### src/rtl/pong_game_ctrl_pkg.sv
// Shared Pong game-control definitions: state encoding, timing defaults and BCD helper.
// Graphics and text blocks import this so that they decode the same state values.
package pong_game_ctrl_pkg;

  typedef enum logic [1:0] {
    NEWGAME = 2'd0,
    PLAY    = 2'd1,
    NEWBALL = 2'd2,
    OVER    = 2'd3
  } game_state_t;

  localparam int unsigned DEF_REFR_Y      = 481;
  localparam int unsigned DEF_TIMER_TICKS = 120;
  localparam int unsigned DEF_BALLS       = 3;
  localparam int unsigned TIMER_W         = 7;

  // Two-digit BCD increment; 99 wraps to 00.
  function automatic logic [7:0] bcd_inc(input logic [3:0] d1, input logic [3:0] d0);
    logic [3:0] n1;
    logic [3:0] n0;
    if (d0 == 4'd9) begin
      n0 = 4'd0;
      n1 = (d1 == 4'd9) ? 4'd0 : d1 + 4'd1;
    end else begin
      n0 = d0 + 4'd1;
      n1 = d1;
    end
    return {n1, n0};
  endfunction

endpackage

### src/rtl/pong_bcd_score.sv
// Two-digit BCD score counter with synchronous clear and increment.
module pong_bcd_score
  import pong_game_ctrl_pkg::*;
(
  input  logic       clk,
  input  logic       reset,
  input  logic       clr,
  input  logic       inc,
  output logic [3:0] dig1,
  output logic [3:0] dig0
);

  always_ff @(posedge clk or posedge reset) begin
    if (reset) begin
      dig1 <= '0;
      dig0 <= '0;
    end else if (clr) begin
      dig1 <= '0;
      dig0 <= '0;
    end else if (inc) begin
      {dig1, dig0} <= bcd_inc(dig1, dig0);
    end
  end

endmodule

### src/rtl/pong_game_ctrl.sv
// Pong game-control FSM: edge-detected hit/miss/button, score, ball count
// and frame-based delay timer; drives graphics freeze and text selects.
module pong_game_ctrl
  import pong_game_ctrl_pkg::*;
#(
  parameter int unsigned BALLS       = DEF_BALLS,
  parameter int unsigned TIMER_TICKS = DEF_TIMER_TICKS,
  parameter int unsigned REFR_Y      = DEF_REFR_Y
) (
  input  logic       clk,
  input  logic       reset,
  input  logic [9:0] pix_x,
  input  logic [9:0] pix_y,
  input  logic [1:0] btn,
  input  logic       hit,
  input  logic       miss,
  output logic       gra_still,
  output logic       show_rule,
  output logic       show_over,
  output logic [3:0] dig1,
  output logic [3:0] dig0,
  output logic [1:0] ball_cnt,
  output logic       timer_up
);

  game_state_t        state_q, state_d;
  logic [TIMER_W-1:0] timer_q;
  logic               hit_d, miss_d, btn_d;
  logic               hit_re, miss_re, start, refr_tick;
  logic               score_clr, score_inc, ball_load, ball_dec, timer_load;

  assign refr_tick = (pix_y == 10'(REFR_Y)) && (pix_x == '0);
  assign hit_re    = hit & ~hit_d;
  assign miss_re   = miss & ~miss_d;
  assign start     = (|btn) & ~btn_d;

  // Edge registers track in every state so no stale edge fires on entering PLAY.
  always_ff @(posedge clk or posedge reset) begin
    if (reset) begin
      hit_d  <= 1'b0;
      miss_d <= 1'b0;
      btn_d  <= 1'b0;
    end else begin
      hit_d  <= hit;
      miss_d <= miss;
      btn_d  <= |btn;
    end
  end

  always_ff @(posedge clk or posedge reset) begin
    if (reset) state_q <= NEWGAME;
    else       state_q <= state_d;
  end

  always_comb begin
    state_d    = state_q;
    score_clr  = 1'b0;
    score_inc  = 1'b0;
    ball_load  = 1'b0;
    ball_dec   = 1'b0;
    timer_load = 1'b0;
    case (state_q)
      NEWGAME: begin
        if (start) begin
          score_clr = 1'b1;
          ball_load = 1'b1;
          state_d   = PLAY;
        end
      end
      PLAY: begin
        // A miss wins over a simultaneous hit, which is then not scored.
        if (miss_re) begin
          timer_load = 1'b1;
          ball_dec   = 1'b1;
          state_d    = (ball_cnt == 2'd1) ? OVER : NEWBALL;
        end else if (hit_re) begin
          score_inc = 1'b1;
        end
      end
      NEWBALL: begin
        if (timer_up && start) state_d = PLAY;
      end
      OVER: begin
        if (timer_up) state_d = NEWGAME;
      end
      default: state_d = NEWGAME;
    endcase
  end

  always_ff @(posedge clk or posedge reset) begin
    if (reset) begin
      ball_cnt <= 2'(BALLS);
    end else if (ball_load) begin
      ball_cnt <= 2'(BALLS);
    end else if (ball_dec) begin
      ball_cnt <= ball_cnt - 2'd1;
    end
  end

  always_ff @(posedge clk or posedge reset) begin
    if (reset) begin
      timer_q <= '0;
    end else if (timer_load) begin
      timer_q <= TIMER_W'(TIMER_TICKS);
    end else if (refr_tick && (timer_q != '0)) begin
      timer_q <= timer_q - 1'b1;
    end
  end

  pong_bcd_score u_score (
    .clk   (clk),
    .reset (reset),
    .clr   (score_clr),
    .inc   (score_inc),
    .dig1  (dig1),
    .dig0  (dig0)
  );

  assign timer_up  = (timer_q == '0);
  assign gra_still = (state_q != PLAY);
  assign show_rule = (state_q == NEWGAME);
  assign show_over = (state_q == OVER);

endmodule

### config.mk
export PLATFORM = sky130hd
export DESIGN_NAME = pong_game_ctrl
export DESIGN_NICKNAME = d
export VERILOG_FILES = /design/src/rtl/pong_game_ctrl_pkg.sv /design/src/rtl/pong_bcd_score.sv /design/src/rtl/pong_game_ctrl.sv
export SDC_FILE = /design/constraint.sdc
export NUM_CORES = 1
export LEC_CHECK = 0
export ABC_AREA = 0
export CAP_MARGIN = 20
export CORE_AREA = 2 2 55 57
export CTS_CLUSTER_SIZE = 14
export DETAILED_ROUTE_END_ITERATION = 12
export DIE_AREA = 0 0 57 59
export PLACE_DENSITY = 0.87
export SLEW_MARGIN = 20
export SYNTH_ARGS = -nofsm -noshare
export SYNTH_HDL_FRONTEND = slang
export SYNTH_SLANG_ARGS = --single-unit
### constraint.sdc
create_clock -name clk -period 4.6 [get_ports clk]
set_input_delay 0.92 -clock clk [delete_from_list [all_inputs] [get_ports clk]]
set_output_delay 0.92 -clock clk [all_outputs]
set_load 0.02 [all_outputs]
==> impl_metrics.py <==
metrics = {
    "finish": {
        "layout.nets": 212,
        "drive_above_1_share_pct": 7.865,
        "syn2layout_area_growth_pct": 33.65,
        "filler_cell_count": 240,
        "antennaDiodeCount": 0,
    },
    "grt": {
        "grt_first_pass_wirelength_um": 5133,
        "global_route.usage.total_pct": 19.39,
        "maximum_number_of_pins_on_one_net_before_global_route_repair": 23,
        "globalRouteOverflowTotal": 0,
        "antenna_found_initial": 0,
        "via_count_of_the_first_global_routing_pass": 1164,
    },
    "logic_synthesis": {
        "postSynthCellCount": 137,
        "synth-adder-area-share_pct": 6.616,
        "synth_mux_area_share_pct": 6.049,
        "ys_seq_elements": 22,
        "part_of_the_yosys_area_used_for_sequential_elements_pct": 41.78,
        "synth_area_mm2": 0.001324,
        "synth_compound_area_share_pct": 8.979,
        "syn-num-nets": 170,
        "synth_xor_area_share_pct": 1.323,
        "yosysWarningCount": 0,
        "synth-edff-count": 0,
        "postSynth.asyncResetShare_pct": 100.0,
        "yosys.area_share.simple_pct": 31.95,
        "synth.lib_cells_used.distinct": 41,
        "synth_top_flop_cell": "sky130_fd_sc_hd__dfrtp_1",
        "synth_top_family_by_area": "simple AND/OR/NAND/NOR gates",
        "postSynthAreaPerCell_um2": 9.663,
    },
    "cts": {
        "clock_slew_at_the_register_clock_pins_of_the_worst_setup_and_hold_paths_ps": 120,
        "insertion_delay_ps": 300,
        "clock-root-buffer": "sky130_fd_sc_hd__clkbuf_4",
        "cts.sinks": 22,
        "h-tree-depth": 1,
        "postcts_resize_cnt": 0,
        "cts_buffers": 3,
        "hold_buffers": 0,
        "tritoncts": "done",
        "clock_tree.buffer_depth": 2,
        "post-cts-setup-buffer-count": 0,
    },
    "critical_path": {
        "timing.critical_path.buf_inv": 2,
        "worstReg2RegStart": "u_score.dig0[1]$_DFFE_PP0P_",
        "cp_slowest_cell": "sky130_fd_sc_hd__clkdlybuf4s50_1",
        "critical_path_required_ps": 3680,
        "setup.worst_path.start_class": "register",
        "setup.reg_to_reg.worst_slack_ps": 2870,
        "path_class": "register to output port",
        "path_cells": "nor4_1, nand3b_1, inv_2, clkdlybuf4s50_1",
        "r2r_cells": 6,
        "cp_max_fo": 9,
        "path_delay_family": "buffers and inverters",
        "worst_setup_path_end_kind": "output port",
        "crit_arrival_ps": 2240,
        "crit-reg2reg-capture": "u_score.dig1[3]$_DFFE_PP0P_",
        "max_stage_delay_ps": 630,
    },
    "power": {
        "worst_ir_drop_vdd_uv": 317.9,
        "fin_total_pwr_mw": 0.5772,
        "power.static_leakage_nw": 0.7233,
        "cellPowerDensity_mw_per_mm2": 326.3,
    },
    "sta": {
        "timing_hold_violations_final": 0,
        "tightest_slew_ps": 852.0,
        "worst_slew_margin_rel_pct": 42.73,
        "timing.final.crit_share_pct": 68.73,
        "setup_violations": 0,
        "worst_clock_skew_on_the_final_layout_ps": 8.158,
        "max_freq_ghz": 0.3163,
        "finalMaxSlewViolations": 0,
        "timing.setup.tns_ps": 0,
        "rsz0062_at_grt": "no",
        "timing.final.crit_period_ps": 3161,
    },
    "die": {
        "die-height_um": 59,
        "num_io_pins": 40,
        "initial_core_util_pct": 48.85,
        "die_width_um": 57,
        "core.rowCount": 19,
        "core_region_area_mm2": 0.002710,
        "fp.dieArea_mm2": 0.003363,
    },
    "hold_path": {
        "hp-class": "register to register",
        "min_path_cells": 2,
        "timing.hold.worst.start": "timer_q[0]$_DFFE_PP0P_",
        "worst_hold_path.endpoint": "timer_q[0]$_DFFE_PP0P_",
    },
    "placed_design": {
        "dpl.hpwl_um": 2269,
        "port_buffers": 39,
        "place_congestion": 0.8624,
    },
    "outcome": {
        "status": "finished, final reports clean",
    },
    "routing": {
        "antenna_left": 0,
        "routed-via-count": 1163,
        "routed_length_per_placed_instance_um": 13.56,
        "via_per_inst": 5.565,
        "detailedRoute.firstPassIterationCount": 4,
        "drc": 0,
        "totalWireLength_um": 2835,
        "first_iter_violations": 60,
    },
    "run": {
        "max-cap-violations": 0,
    },
}
where the power goes:
group	internal (mW)	switching (mW)	total, mW
clock	0.0338	0.0541	0.0879
combinational	0.112	0.0976	0.209
sequential	0.237	0.0433	0.280
total	0.382	0.195	0.577
worst max-delay path by stage:
stage / startpoint / end / slack [ps] / cells after the start
floorplan: pix_y[2] / timer_q[4]$_DFFE_PP0P_ / 2540 / 4
CTS: timer_q[2]$_DFFE_PP0P_ / timer_up / 1450 / 4
global placement: timer_q[2]$_DFFE_PP0P_ / timer_up / 1900 / 4
finish: timer_q[2]$_DFFE_PP0P_ / timer_up / 1440 / 4
detailed placement: timer_q[2]$_DFFE_PP0P_ / timer_up / 1810 / 4
global route: timer_q[2]$_DFFE_PP0P_ / timer_up / 1250 / 4
cells by family after synthesis:
family                   after synthesis
AO/OA/AOI/OAI                         20
XOR/XNOR                               2
adder cells (fa/ha/maj)                7
buffers and inverters                 11
flip-flops                            22
multiplexers                           8
AND/OR/NAND/NOR                       67
worst register-to-register path: stages, from the launching register on:
cell and delay (ps):
sky130_fd_sc_hd__dfrtp_1 450, sky130_fd_sc_hd__inv_1 70, sky130_fd_sc_hd__ha_1 160, sky130_fd_sc_hd__and3b_1 290, sky130_fd_sc_hd__nand3_2 160, sky130_fd_sc_hd__or3_1 380
sky130_fd_sc_hd__a21oi_1 150
through the flow:
step                      area, um^2  hold slack, ps  std cells  utilization, %  setup slack (ps)
after floorplan                 1324           512.8        137               -              2535
after global placement          1743           539.0        205           64.31              1898
after detailed placement        1743           559.9        205           64.31              1810
after CTS                       1769           576.6        209           65.28              1445
after global routing            1769           612.1        209           65.28              1248
final                           1769           573.6        209           65.28              1439
synthesized netlist by cell type (3+ instances only):
cell,instances,share of area (%)
sky130_fd_sc_hd__ha_1,7,6.6
sky130_fd_sc_hd__and2_1,3,1.4
sky130_fd_sc_hd__nand2_1,7,2.0
sky130_fd_sc_hd__nand3_1,4,1.5
sky130_fd_sc_hd__mux2i_1,8,6.0
sky130_fd_sc_hd__nor2b_1,4,1.9
sky130_fd_sc_hd__o21ai_0,5,1.9
sky130_fd_sc_hd__dfrtp_1,20,38
sky130_fd_sc_hd__nor2_1,18,5.1
sky130_fd_sc_hd__inv_1,8,2.3
sky130_fd_sc_hd__nand2b_1,3,1.4
sky130_fd_sc_hd__nor4_1,4,1.9
sky130_fd_sc_hd__nand4_1,3,1.4
sky130_fd_sc_hd__a21oi_1,8,3.0
sky130_fd_sc_hd__or3_1,3,1.4
state kept, by name, summed over array words and instances, names as in the netlist:
register,count
timer_q,7
u_score.dig0,4
u_score.dig1,4
ball_cnt,2
state_q,2
btn_d,1
hit_d,1
miss_d,1
cells in the final DEF, fill, tap and decap left out, types with 2 or more instances in the layout:
| master | n |
|---|---|
| sky130_fd_sc_hd__nand3_2 | 2 |
| sky130_fd_sc_hd__ha_1 | 7 |
| sky130_fd_sc_hd__xnor2_1 | 2 |
| sky130_fd_sc_hd__clkbuf_4 | 3 |
| sky130_fd_sc_hd__a21oi_1 | 8 |
| sky130_fd_sc_hd__and2_1 | 3 |
| sky130_fd_sc_hd__dfstp_2 | 2 |
| sky130_fd_sc_hd__nand3_1 | 4 |
| sky130_fd_sc_hd__dfrtp_1 | 20 |
| sky130_fd_sc_hd__nor2b_1 | 4 |
| sky130_fd_sc_hd__nor4b_1 | 2 |
| sky130_fd_sc_hd__o21ai_0 | 5 |
| sky130_fd_sc_hd__nand2b_1 | 3 |
| sky130_fd_sc_hd__nor3_1 | 2 |
| sky130_fd_sc_hd__nor2_1 | 18 |
| sky130_fd_sc_hd__mux2i_1 | 8 |
| sky130_fd_sc_hd__nand2_1 | 7 |
| sky130_fd_sc_hd__nor4_1 | 4 |
| sky130_fd_sc_hd__or3_1 | 3 |
| sky130_fd_sc_hd__nand4_1 | 3 |
| sky130_fd_sc_hd__clkdlybuf4s50_1 | 39 |
| sky130_fd_sc_hd__inv_1 | 8 |
layout make-up:
class | instances | area, um^2 | area share, %
clock buffer | 4 | 26.28 | 1.485
inverter | 9 | 33.78 | 1.909
tap | 31 | 38.79 | 2.192
multi-input combinational | 104 | 726.9 | 41.09
timing repair buffer | 39 | 390.4 | 22.07
sequential | 22 | 553.0 | 31.26
metal layers:
layer  global-route usage (%)  routed length (um)  up-vias
met4                    4.983                  14        0
met1                    22.85                1203      557
li1                         -                   -      570
met2                    35.80                1494       34
met5                        0                   0        -
met3                    4.367                 123        2
(Power assumes the default switching activity.)
